--- src/rtl/core_pkg.sv ---
// Shared types and constants for the accumulator core's control interface.
// Holds the fetch FSM state type, decoder opcodes and instruction field layout.
package core_pkg;

  typedef enum logic [1:0] {
    IDLE = 2'd0,
    RUN  = 2'd1,
    DONE = 2'd2
  } fetch_state_t;

  localparam int unsigned INSTR_W   = 9;
  localparam int unsigned OP_W      = 4;
  localparam int unsigned OPND_W    = 4;
  localparam int unsigned TYPE_BIT  = 8;
  localparam int unsigned OP_MSB    = 7;
  localparam int unsigned OP_LSB    = 4;
  localparam int unsigned OPND_MSB  = 3;
  localparam int unsigned OPND_LSB  = 0;
  localparam int unsigned TBL_DEPTH = 16;
  localparam int unsigned TBL_AW    = 4;

  localparam logic [OP_W-1:0] OP_BT   = 4'd7;
  localparam logic [OP_W-1:0] OP_BF   = 4'd8;
  localparam logic [OP_W-1:0] OP_HALT = 4'd15;

  // bt branches on a set condition bit, bf on a clear one
  function automatic logic branchTaken(input logic lookUp,
                                       input logic [OP_W-1:0] op,
                                       input logic cond);
    return lookUp && (((op == OP_BT) && cond) || ((op == OP_BF) && !cond));
  endfunction

endpackage

--- src/rtl/branch_lut.sv ---
// 16-entry branch target table: one synchronous write port, one asynchronous read port.
// Contents are deliberately not reset; software loads them before use.
module branch_lut
  import core_pkg::*;
#(
  parameter int unsigned PC_W = 10
) (
  input  logic              Clk,
  input  logic              We,
  input  logic [TBL_AW-1:0] WrAddr,
  input  logic [PC_W-1:0]   WrData,
  input  logic [TBL_AW-1:0] RdAddr,
  output logic [PC_W-1:0]   RdData
);

  logic [PC_W-1:0] entries [TBL_DEPTH];

  always_ff @(posedge Clk) begin
    if (We) begin
      entries[WrAddr] <= WrData;
    end
  end

  assign RdData = entries[RdAddr];

endmodule

--- src/rtl/fetch_unit.sv ---
// Instruction fetch/issue for the accumulator core: PC, field split, branch and halt
// handling, Start/Ack handshake and saturating RUN-cycle counter.
module fetch_unit
  import core_pkg::*;
#(
  parameter int unsigned PC_W     = 10,
  parameter int unsigned START_PC = 0,
  parameter int unsigned CNT_W    = 16
) (
  input  logic                Clk,
  input  logic                Reset,
  input  logic                Start,
  input  logic [INSTR_W-1:0]  Instr,
  input  logic                Halt,
  input  logic                LookUp,
  input  logic                Cond,
  input  logic                TblWe,
  input  logic [TBL_AW-1:0]   TblAddr,
  input  logic [PC_W-1:0]     TblData,
  output logic [PC_W-1:0]     PC,
  output logic                TypeBit,
  output logic [OP_W-1:0]     OP,
  output logic [OPND_W-1:0]   Operand,
  output logic                InstrValid,
  output logic                Ack,
  output logic [CNT_W-1:0]    CycleCount
);

  localparam logic [PC_W-1:0] START_PC_V = PC_W'(START_PC);

  fetch_state_t     state;
  fetch_state_t     stateNext;
  logic [PC_W-1:0]  pcReg;
  logic [PC_W-1:0]  pcNext;
  logic [CNT_W-1:0] cntReg;
  logic [CNT_W-1:0] cntNext;
  logic             ackReg;
  logic             validReg;
  logic             tblWeC;
  logic [PC_W-1:0]  tblTarget;

  // Field split is purely combinational; InstrValid qualifies it downstream
  assign TypeBit = Instr[TYPE_BIT];
  assign OP      = Instr[OP_MSB:OP_LSB];
  assign Operand = Instr[OPND_MSB:OPND_LSB];

  // Table is frozen while a program runs so targets cannot shift under it
  assign tblWeC = TblWe && (state != RUN);

  branch_lut #(
    .PC_W (PC_W)
  ) uLut (
    .Clk    (Clk),
    .We     (tblWeC),
    .WrAddr (TblAddr),
    .WrData (TblData),
    .RdAddr (Operand),
    .RdData (tblTarget)
  );

  // Next-state, next-PC and counter update
  always_comb begin
    stateNext = state;
    pcNext    = pcReg;
    cntNext   = cntReg;
    case (state)
      IDLE, DONE: begin
        if (Start) begin
          stateNext = RUN;
          pcNext    = START_PC_V;
          cntNext   = '0;
        end
      end
      RUN: begin
        if (cntReg != {CNT_W{1'b1}}) begin
          cntNext = cntReg + CNT_W'(1);
        end
        if (Halt) begin
          stateNext = DONE;
        end else if (branchTaken(LookUp, OP, Cond)) begin
          pcNext = tblTarget;
        end else begin
          pcNext = pcReg + PC_W'(1);
        end
      end
      default: begin
        stateNext = IDLE;
        pcNext    = START_PC_V;
        cntNext   = '0;
      end
    endcase
  end

  // Ack and InstrValid are registered from the next state so they line up with it
  always_ff @(posedge Clk) begin
    if (Reset) begin
      state    <= IDLE;
      pcReg    <= START_PC_V;
      cntReg   <= '0;
      ackReg   <= 1'b0;
      validReg <= 1'b0;
    end else begin
      state    <= stateNext;
      pcReg    <= pcNext;
      cntReg   <= cntNext;
      ackReg   <= (stateNext == DONE);
      validReg <= (stateNext == RUN);
    end
  end

  assign PC         = pcReg;
  assign CycleCount = cntReg;
  assign Ack        = ackReg;
  assign InstrValid = validReg;

endmodule

--- config.mk ---
export PLATFORM = sky130hd
export DESIGN_NAME = fetch_unit
export DESIGN_NICKNAME = d
export VERILOG_FILES = /design/src/rtl/core_pkg.sv /design/src/rtl/branch_lut.sv /design/src/rtl/fetch_unit.sv
export SDC_FILE = /design/constraint.sdc
export NUM_CORES = 1
export LEC_CHECK = 0
export CAP_MARGIN = 20
export CELL_PAD_IN_SITES_DETAIL_PLACEMENT = 0
export CELL_PAD_IN_SITES_GLOBAL_PLACEMENT = 1
export CORE_MARGIN = 5
export CORE_UTILIZATION = 54
export CTS_BUF_LIST = sky130_fd_sc_hd__clkbuf_16
export DETAILED_ROUTE_END_ITERATION = 8
export DONT_BUFFER_PORTS = 1
export GPL_TIMING_DRIVEN = 1
export PLACE_DENSITY_LB_ADDON = 0.1
export SYNTH_ARGS = -nofsm -noshare
export SYNTH_HDL_FRONTEND = slang
export SYNTH_SLANG_ARGS = --single-unit
--- constraint.sdc ---
create_clock -name Clk -period 2.6 [get_ports Clk]
set_input_delay 0.52 -clock Clk [delete_from_list [all_inputs] [get_ports Clk]]
set_output_delay 0.52 -clock Clk [all_outputs]
set_load 0.02 [all_outputs]
After elaboration in Yosys (flattened, before gate mapping)
Memory sizes are Yosys's and may differ from the RTL's. Index checks and enable logic that the tools add are counted. W data, S select, Z words.

Multiplexer cells: 12. Reductions and logical operators: 10. Eq/ne operators: 11. Add/sub/neg operators: 2.

Operators with widths (count): $mux W16 (2); $pmux W16 S2 (1); $mux W10 (3); $pmux W10 S2 (1); $add A16 B1 Y16 const B (1); $ne A16 B16 Y1 const B (1); $add A10 B1 Y10 const B (1); $ne A2 B2 Y1 const B (3); $eq A2 B1 Y1 const B (2); $eq A2 B2 Y1 const B (2); $eq A4 B3 Y1 const B (1); $eq A4 B4 Y1 const B (1); $logic_and A1 B1 Y1 (4); $mux W2 (2); $pmux W2 S2 (1); $reduce_and A2 Y1 (2); $logic_not A2 Y1 (1); $mux W1 (2); $ne A2 B1 Y1 const B (1); $reduce_or A2 Y1 (1); $logic_not A1 Y1 (1); $logic_or A1 B1 Y1 (1).

Memory bits (writable): 160. Flip-flop bits (word level): 30. Memories: 1. Word-level logic and storage cells: 41. Output and inout port bits: 37. Bits of input ports: 30.

Memory list: uLut.entries (words 16, width 10, read ports 1, clocked after memory_dff 0, write ports 1, line branch_lut.sv:16) `logic [PC_W-1:0] entries [TBL_DEPTH];`.

Depth between registers and ports, before layout
Gate-level depths: netlist of run 1.

Depth in word-level cells: 7. Depth in mapped cells: 7. Depth with buffers taken out: 5.

Cells and area by module
From an unflattened synthesis of run 1, not the netlist that was laid out.

Cells, all modules: 468. Area total of the unflattened synthesis: 7838.8 um^2.

Modules (own cells, without submodules): branch_lut (area an instance 6153.4 um^2, instances 1, cells each 269, sequential area each 4804.6 um^2); fetch_unit (area an instance 1685.4 um^2, instances 1, cells each 199, sequential area each 600.6 um^2).

Worst setup path before layout of run 1
OpenSTA, ideal clock, no wires.

Path kind: flip-flop to flip-flop. From: reg state[0]. To: mem uLut.entries[0][0] (enable). Arrival time: 1805 ps. Setup slack: 405 ps. Required time: 2210 ps. Library setup time: 390 ps. Cell stages (with the launch flop): 6. Period minus slack after synthesis: 2195 ps. Path through: dfxtp_1 > buf_4 > nand2b_1 > nand2_1 > or3_1 > nor3_1.

Word-level cells in the longest chain between the ends: 4.

Ends and longest elaborated chain: start, declared (line fetch_unit.sv:31) `fetch_state_t state;`; start signal, assigned (line fetch_unit.sv:103) `state <= stateNext;`; $ne A2 B1 Y1 (line fetch_unit.sv:48) `assign tblWeC = TblWe && (state != RUN);`; $logic_and A1 B1 Y1 (line fetch_unit.sv:48); $mux W1 (line branch_lut.sv:19) `if (We) begin`; $mux W1 (implied by the code) (line branch_lut.sv:20) `entries[WrAddr] <= WrData;`; end, declared (line branch_lut.sv:16).

No other way between the ends.

Worst setup path in the final report of run 1
From: reg cntReg[0], in the netlist CycleCount[0]. To: reg cntReg[12], in the netlist CycleCount[12].

Word-level cells in the longest chain between the ends: 3. Elaborated cells between the ends (all ways): 6. Those cells by class: 1 x add/sub; 2 x eq/ne; 2 x mux; 1 x reduce/logical.

Ends and longest elaborated chain: start, declared (line fetch_unit.sv:35) `logic [CNT_W-1:0] cntReg;`; start signal, assigned (line fetch_unit.sv:105) `cntReg <= cntNext;`; $add A16 B1 Y16 or $ne A16 B16 Y1 (tied branches) (line fetch_unit.sv:76, fetch_unit.sv:75); $mux W16 or $ne A2 B2 Y1 (tied branches); $pmux W16 S2 or $reduce_and A2 Y1 (tied branches).

Parallel ways exist; a longest one is shown, timed or not. The select of a mux whose other input is x is not followed. A chain may end at the register's enable or synchronous reset.

==> results of run 1 <==
==> path summary, 6_finish.rpt <==
path	start	to	slack, ns
worst min register to register	state[1]	Ack	0.61
worst min-delay path	Reset	state[0]	0.16
worst max register to register	CycleCount[0]	CycleCount[12]	0.65
worst max-delay path	CycleCount[0]	CycleCount[12]	0.65
==> cells in the final DEF, fill, tap and decap left out, types with 5 or more instances in the layout <==
cell type,count
a21oi_1,15
a31oi_1,5
buf_4,25
clkbuf_16,17
dfxtp_1,30
edfxtp_1,160
inv_1,13
mux2_2,11
mux2i_1,23
mux4_2,40
nand2_1,18
nand3_1,9
nand4_1,6
nand4b_1,6
nor2_1,22
o31ai_1,8
or3_1,5
or4_1,7
==> layer usage <==
layer	track usage, %	vias up	share of wire, %	wire (um)
met1	26.4	2107	42	6820
met3	6.35	15	7.7	1240
met5	0	-	0	0
met2	30.1	109	49	7830
li1	-	1933	-	-
met4	6.57	0	1.5	235
==> sequential cells by signal (all words and copies together) (netlist names) <==
signal	flops
PC	10
state	2
CycleCount	16
Ack	1
uLut.entries	160
InstrValid	1
==> report_power, final <==
part | internal [mW] | leakage [nW] | switching, mW
Clock | 1.61 | 0.300 | 1.09
Sequential | 3.34 | 1.69 | 0.0258
Combinational | 0.121 | 0.839 | 0.0985
==> area by class of cell <==
cell class                 instances  area (sq um)
clock buffer                      17           425
clock inverter                    15           196
fill                            1079          5700
inverter                          12          45.0
multi-input combinational        240          2340
sequential                       190          5410
tap                              184           230
timing repair buffer              25           188
==> logic make-up (layout without fill, tap and decap cells) <==
| group | after synthesis | count (layout) | share of synthesized area, % |
|---|---|---|---|
| DFF | 190 | 190 | 67.7 |
| adders and majority gates | 2 | 2 | 0.313 |
| buffers and inverters | 43 | 69 | 3.20 |
| AOI/OAI and AO/OA | 56 | 56 | 5.19 |
| and+or+nand+nor | 108 | 108 | 7.85 |
| muxes | 74 | 74 | 15.7 |
==> impl_metrics.py, run 1 <==
metrics = {
    "sta": {
        "timing.hold.ws_ns": 0.156,
        "fin_ws_ns": 0.648,
        "finalHoldViolCount": 0,
        "finClkSkew_ns": 0.00825,
        "post-route-period-util_pct": 75.1,
        "maxSlewViolCount": 0,
        "setup-violations-final": 0,
        "max-slew-margin-rel_pct": 57.4,
        "post-route-min-period_ns": 1.95,
        "rsz0062_at_grt": "false",
        "fmax_mhz": 512,
        "fin_setup_tns_ns": 0,
        "tightest_slew_ns": 0.636,
    },
    "route": {
        "detail-route-antenna-nets": 0,
        "first_pass_iters": 5,
        "wl_per_cell_um": 23.6,
        "drc": 0,
        "finalWirelength_um": 16100,
        "viasPerCell": 6.10,
        "dr.first_iter.drc_count": 315,
        "dr_total_vias": 4164,
    },
    "synth": {
        "synth_warnings": 0,
        "synthArstFlopShare_pct": 0,
        "ys_ff_latch": 190,
        "ys.flop_type": "edfxtp_1",
        "syn_area_sq_mm": 0.00798,
        "synth_top_cells_by_count": "edfxtp_1 (160), mux4_2 (40), dfxtp_1 (30), mux2i_1 (23), nor2_1 (22)",
        "synth_seq_area_share_pct": 67.7,
        "synth_cell_types": 56,
        "yosysMostFrequentCell": "edfxtp_1",
        "synth-edff-count": 160,
        "syn_nets": 505,
        "synthTopCellsByArea": "edfxtp_1 (60%), mux4_2 (11%), dfxtp_1 (7.5%)",
        "syn_inst": 473,
        "synth_top_cell_by_area": "edfxtp_1",
        "synth_top_cell_area_share_pct": 60.2,
        "synth.avg_cell_area_sq_um": 16.9,
    },
    "power": {
        "power_density_mw_per_mm2": 710,
        "leakagePower_nw": 2.83,
        "ir_drop_mv": 0.467,
        "finalPower_mw": 6.27,
    },
    "grt": {
        "grt_pass1_vias": 4227,
        "gr-total-overflow": 0,
        "groute.usage.overall_pct": 19.5,
        "grt_max_degree": 42,
        "grt_pass1_wl_um": 25300,
        "antenna_found_initial": 0,
    },
    "worst_setup_path": {
        "crit_fanout": 6,
        "rr_worst_depth": 5,
        "startpoint_type": "register",
        "critPathBufInv": 0,
        "arrival_ns": 2.31,
        "cp.required_ns": 2.96,
        "worst_setup_path_end_kind": "register",
        "crit_cells": 5,
        "slowest_delay_ns": 0.53,
        "crit_family": "simple AND/OR/NAND/NOR gates",
        "slowest_stage": "dfxtp_1",
        "path_cells": "ha_1, nand2_1, nand4b_1, or4_1, a21oi_1",
        "critical_path_class": "reg -> reg",
    },
    "floorplanning": {
        "coreArea_sq_mm": 0.0145,
        "io_pins": 67,
        "rows": 44,
        "initial_core_util_pct": 54.9,
        "die_h_um": 132,
        "die_w_um": 132,
        "die_area_sq_mm": 0.0173,
    },
    "worst_hold_path": {
        "worstHoldPathCells": 1,
        "min_path_type": "in -> reg",
    },
    "flow_run": {
        "max-cap-violations": 0,
    },
    "cells_and_area": {
        "layout-drive-gt1-share_pct": 25.5,
        "fin_area_sq_mm": 0.00883,
        "final_cells": 683,
        "nets": 518,
        "final_core_util_pct": 60.8,
        "n_antenna_cell": 0,
        "syn_to_final_growth_pct": 10.6,
    },
    "place": {
        "gp_congestion": 0.726,
        "dpl.hpwl_um": 10400,
        "place_area_sq_mm": 0.00821,
        "preCtsSetupSlack_ns": 0.647,
        "place_inst": 651,
        "port_buffers": 0,
    },
    "clocking": {
        "cts-root-buf": "clkbuf_16",
        "cts_tree": "done",
        "cts_buffers": 17,
        "postCtsHoldBufs": 0,
        "cts.clk_slew.worst_paths_ns": 0.07,
        "cts_setup_buffers": 0,
        "cts.sinks": 190,
        "ctsResizeCount": 0,
        "htree_levels": 4,
        "cts.path.max_buffers": 2,
        "clock_latency_ns": 0.43,
    },
    "outcome": {
        "outcome": "finished, final reports clean",
    },
}
Power figures use the tool's default switching activity.
==> run 2: changes to the inputs <==
clock period = 2 ns   (was 2.6 ns; I/O delays follow)
==> run 2 against run 1 <==
Core utilization increased by 0.79 points. Sequential share of layout area decreased by 0.79 points. Global-route usage decreased by 0.26 points. Critical path type unchanged. Critical endpoint unchanged.
==> impl_metrics.py, run 2 (synthesis results as in run 1) <==
metrics = {
    "sta": {
        "setup-violations-final": 0,
        "fmax_mhz": 563,
        "post-route-min-period_ns": 1.78,
        "finalHoldViolCount": 0,
        "rsz0062_at_grt": "false",
        "tightest_slew_ns": 0.453,
        "max-slew-margin-rel_pct": 69.6,
        "fin_setup_tns_ns": 0,
        "post-route-period-util_pct": 88.8,
        "finClkSkew_ns": 0.00884,
        "maxSlewViolCount": 0,
    },
    "route": {
        "wl_per_cell_um": 22.9,
        "viasPerCell": 6.08,
        "first_pass_iters": 4,
        "finalWirelength_um": 16100,
        "dr_total_vias": 4261,
        "drc": 0,
        "detail-route-antenna-nets": 0,
        "dr.first_iter.drc_count": 326,
    },
    "worst_setup_path": {
        "critical_path_class": "reg -> reg",
        "worst_setup_path_end_kind": "register",
        "startpoint_type": "register",
        "path_cells": "and4_1, nand4b_1, or4_1, a21oi_1",
        "cp.required_ns": 2.35,
        "slowest_stage": "or4_1",
        "slowest_delay_ns": 0.52,
        "r2r_slack_ns": 0.22,
        "arrival_ns": 2.12,
        "crit_fanout": 6,
    },
    "cells_and_area": {
        "largest_reg_flops": 160,
        "mostFrequentLayoutCell": "edfxtp_1",
        "layout-drive-gt1-share_pct": 27.7,
        "syn_to_final_growth_pct": 12.1,
        "n_antenna_cell": 0,
        "nets": 537,
        "layout_common_cells": "edfxtp_1 (160), buf_4 (42), mux4_2 (40)",
        "top_register": "uLut.entries",
        "fin_area_sq_mm": 0.00895,
    },
    "power": {
        "p_comb_share_pct": 3.9,
        "p_switching_mw": 1.59,
        "power_density_mw_per_mm2": 886,
        "pwr-share-seq_pct": 55.0,
        "leakagePower_nw": 2.91,
        "internal_power_mw": 6.34,
        "switching_share_pct": 20.0,
        "power_frac_clock_pct": 41.1,
        "ir_drop_mv": 0.601,
    },
    "clocking": {
        "cts.path.max_buffers": 2,
        "ctsResizeCount": 0,
        "cts_buffers": 17,
        "cts_setup_buffers": 0,
        "clock_latency_ns": 0.42,
        "cts.sinks": 190,
        "cts_tree": "done",
        "cts.clk_slew.worst_paths_ns": 0.07,
        "postCtsHoldBufs": 0,
        "cts-root-buf": "clkbuf_16",
        "htree_levels": 4,
    },
    "floorplanning": {
        "die_w_um": 132,
        "die_h_um": 132,
        "initial_core_util_pct": 54.9,
        "die_area_sq_mm": 0.0173,
        "coreArea_sq_mm": 0.0145,
        "rows": 44,
        "io_pins": 67,
    },
    "place": {
        "dpl.hpwl_um": 10400,
        "place_area_sq_mm": 0.00838,
        "gp_congestion": 0.785,
        "port_buffers": 0,
    },
    "grt": {
        "groute.usage.overall_pct": 19.2,
        "grt_pass1_wl_um": 25300,
        "gr-total-overflow": 0,
        "antenna_found_initial": 0,
        "grt_pass1_vias": 4319,
        "grt_max_degree": 42,
    },
    "flow_run": {
        "max-cap-violations": 0,
    },
    "worst_hold_path": {
        "min_path_type": "in -> reg",
    },
    "outcome": {
        "outcome": "finished, final reports clean",
    },
}
==> run 2: cell count changes in the layout (fill, tap and decap cells not counted) <==
cell / delta
buf_4: +17
bufinv_16: -2
clkinvlp_4: -2
buf_12: +2
inv_6: +2
clkinv_2: -1
inv_8: +1
clkinv_1: +2
clkinv_4: -1
==> run 2: power by group through the flow <==
stage	Combinational [mW]	Clock, mW	Sequential [mW]
after floorplan	0.303	0	4.45
after global placement	0.308	0	4.45
after detailed placement	0.312	0	4.45
after CTS	0.313	3.31	4.36
after global routing	0.329	3.49	4.36
final	0.307	3.26	4.36
==> run 2: final cells by class <==
cell class / count / area, sq um
repair buffers: 44 / 355
clock buffers: 17 / 425
fillers: 1106 / 5590
well taps: 184 / 230
multi-input cells: 240 / 2340
flip-flops and latches: 190 / 5410
clock inverters: 14 / 144
inverters: 12 / 45.0
==> run 2: path summary, 6_finish.rpt <==
check | from | end | cells after the start
worst max-delay path | CycleCount[6] | CycleCount[12] | 4
worst min-delay path | Reset | InstrValid | 1
worst max register to register | CycleCount[6] | CycleCount[12] | 4
worst min register to register | PC[1] | PC[1] | 2
==> run 2: per-layer routing <==
metal | up-vias | routed length (um) | GRT usage, % | part of all wire, %
li1 | 1964 | - | - | -
met1 | 2199 | 7380 | 27.8 | 46
met2 | 87 | 7760 | 29.7 | 48
met3 | 11 | 777 | 4.89 | 4.8
met4 | 0 | 153 | 4.97 | 0.95
met5 | - | 0 | 0 | 0
==> run 2: critical path, delay by kind of cell (launching register included) <==
family	cells	cell delay, ns
flops	1	0.51
compound gates	1	0.15
simple gates	3	1.05
==> run 2: stage by stage <==
stage               setup slack [ns]  util (%)  std cells  total power, mW  hold slack, ns
detailed placement             0.173      57.6        670             4.76           0.479
global placement               0.219      57.6        670             4.76           0.477
CTS                            0.212      61.6        701             7.99          0.0243
floorplan                     0.0231         -        473             4.75           0.499
global route                  0.0742      61.6        701             8.18          0.0303
finish                         0.224      61.6        701             7.93          0.0469
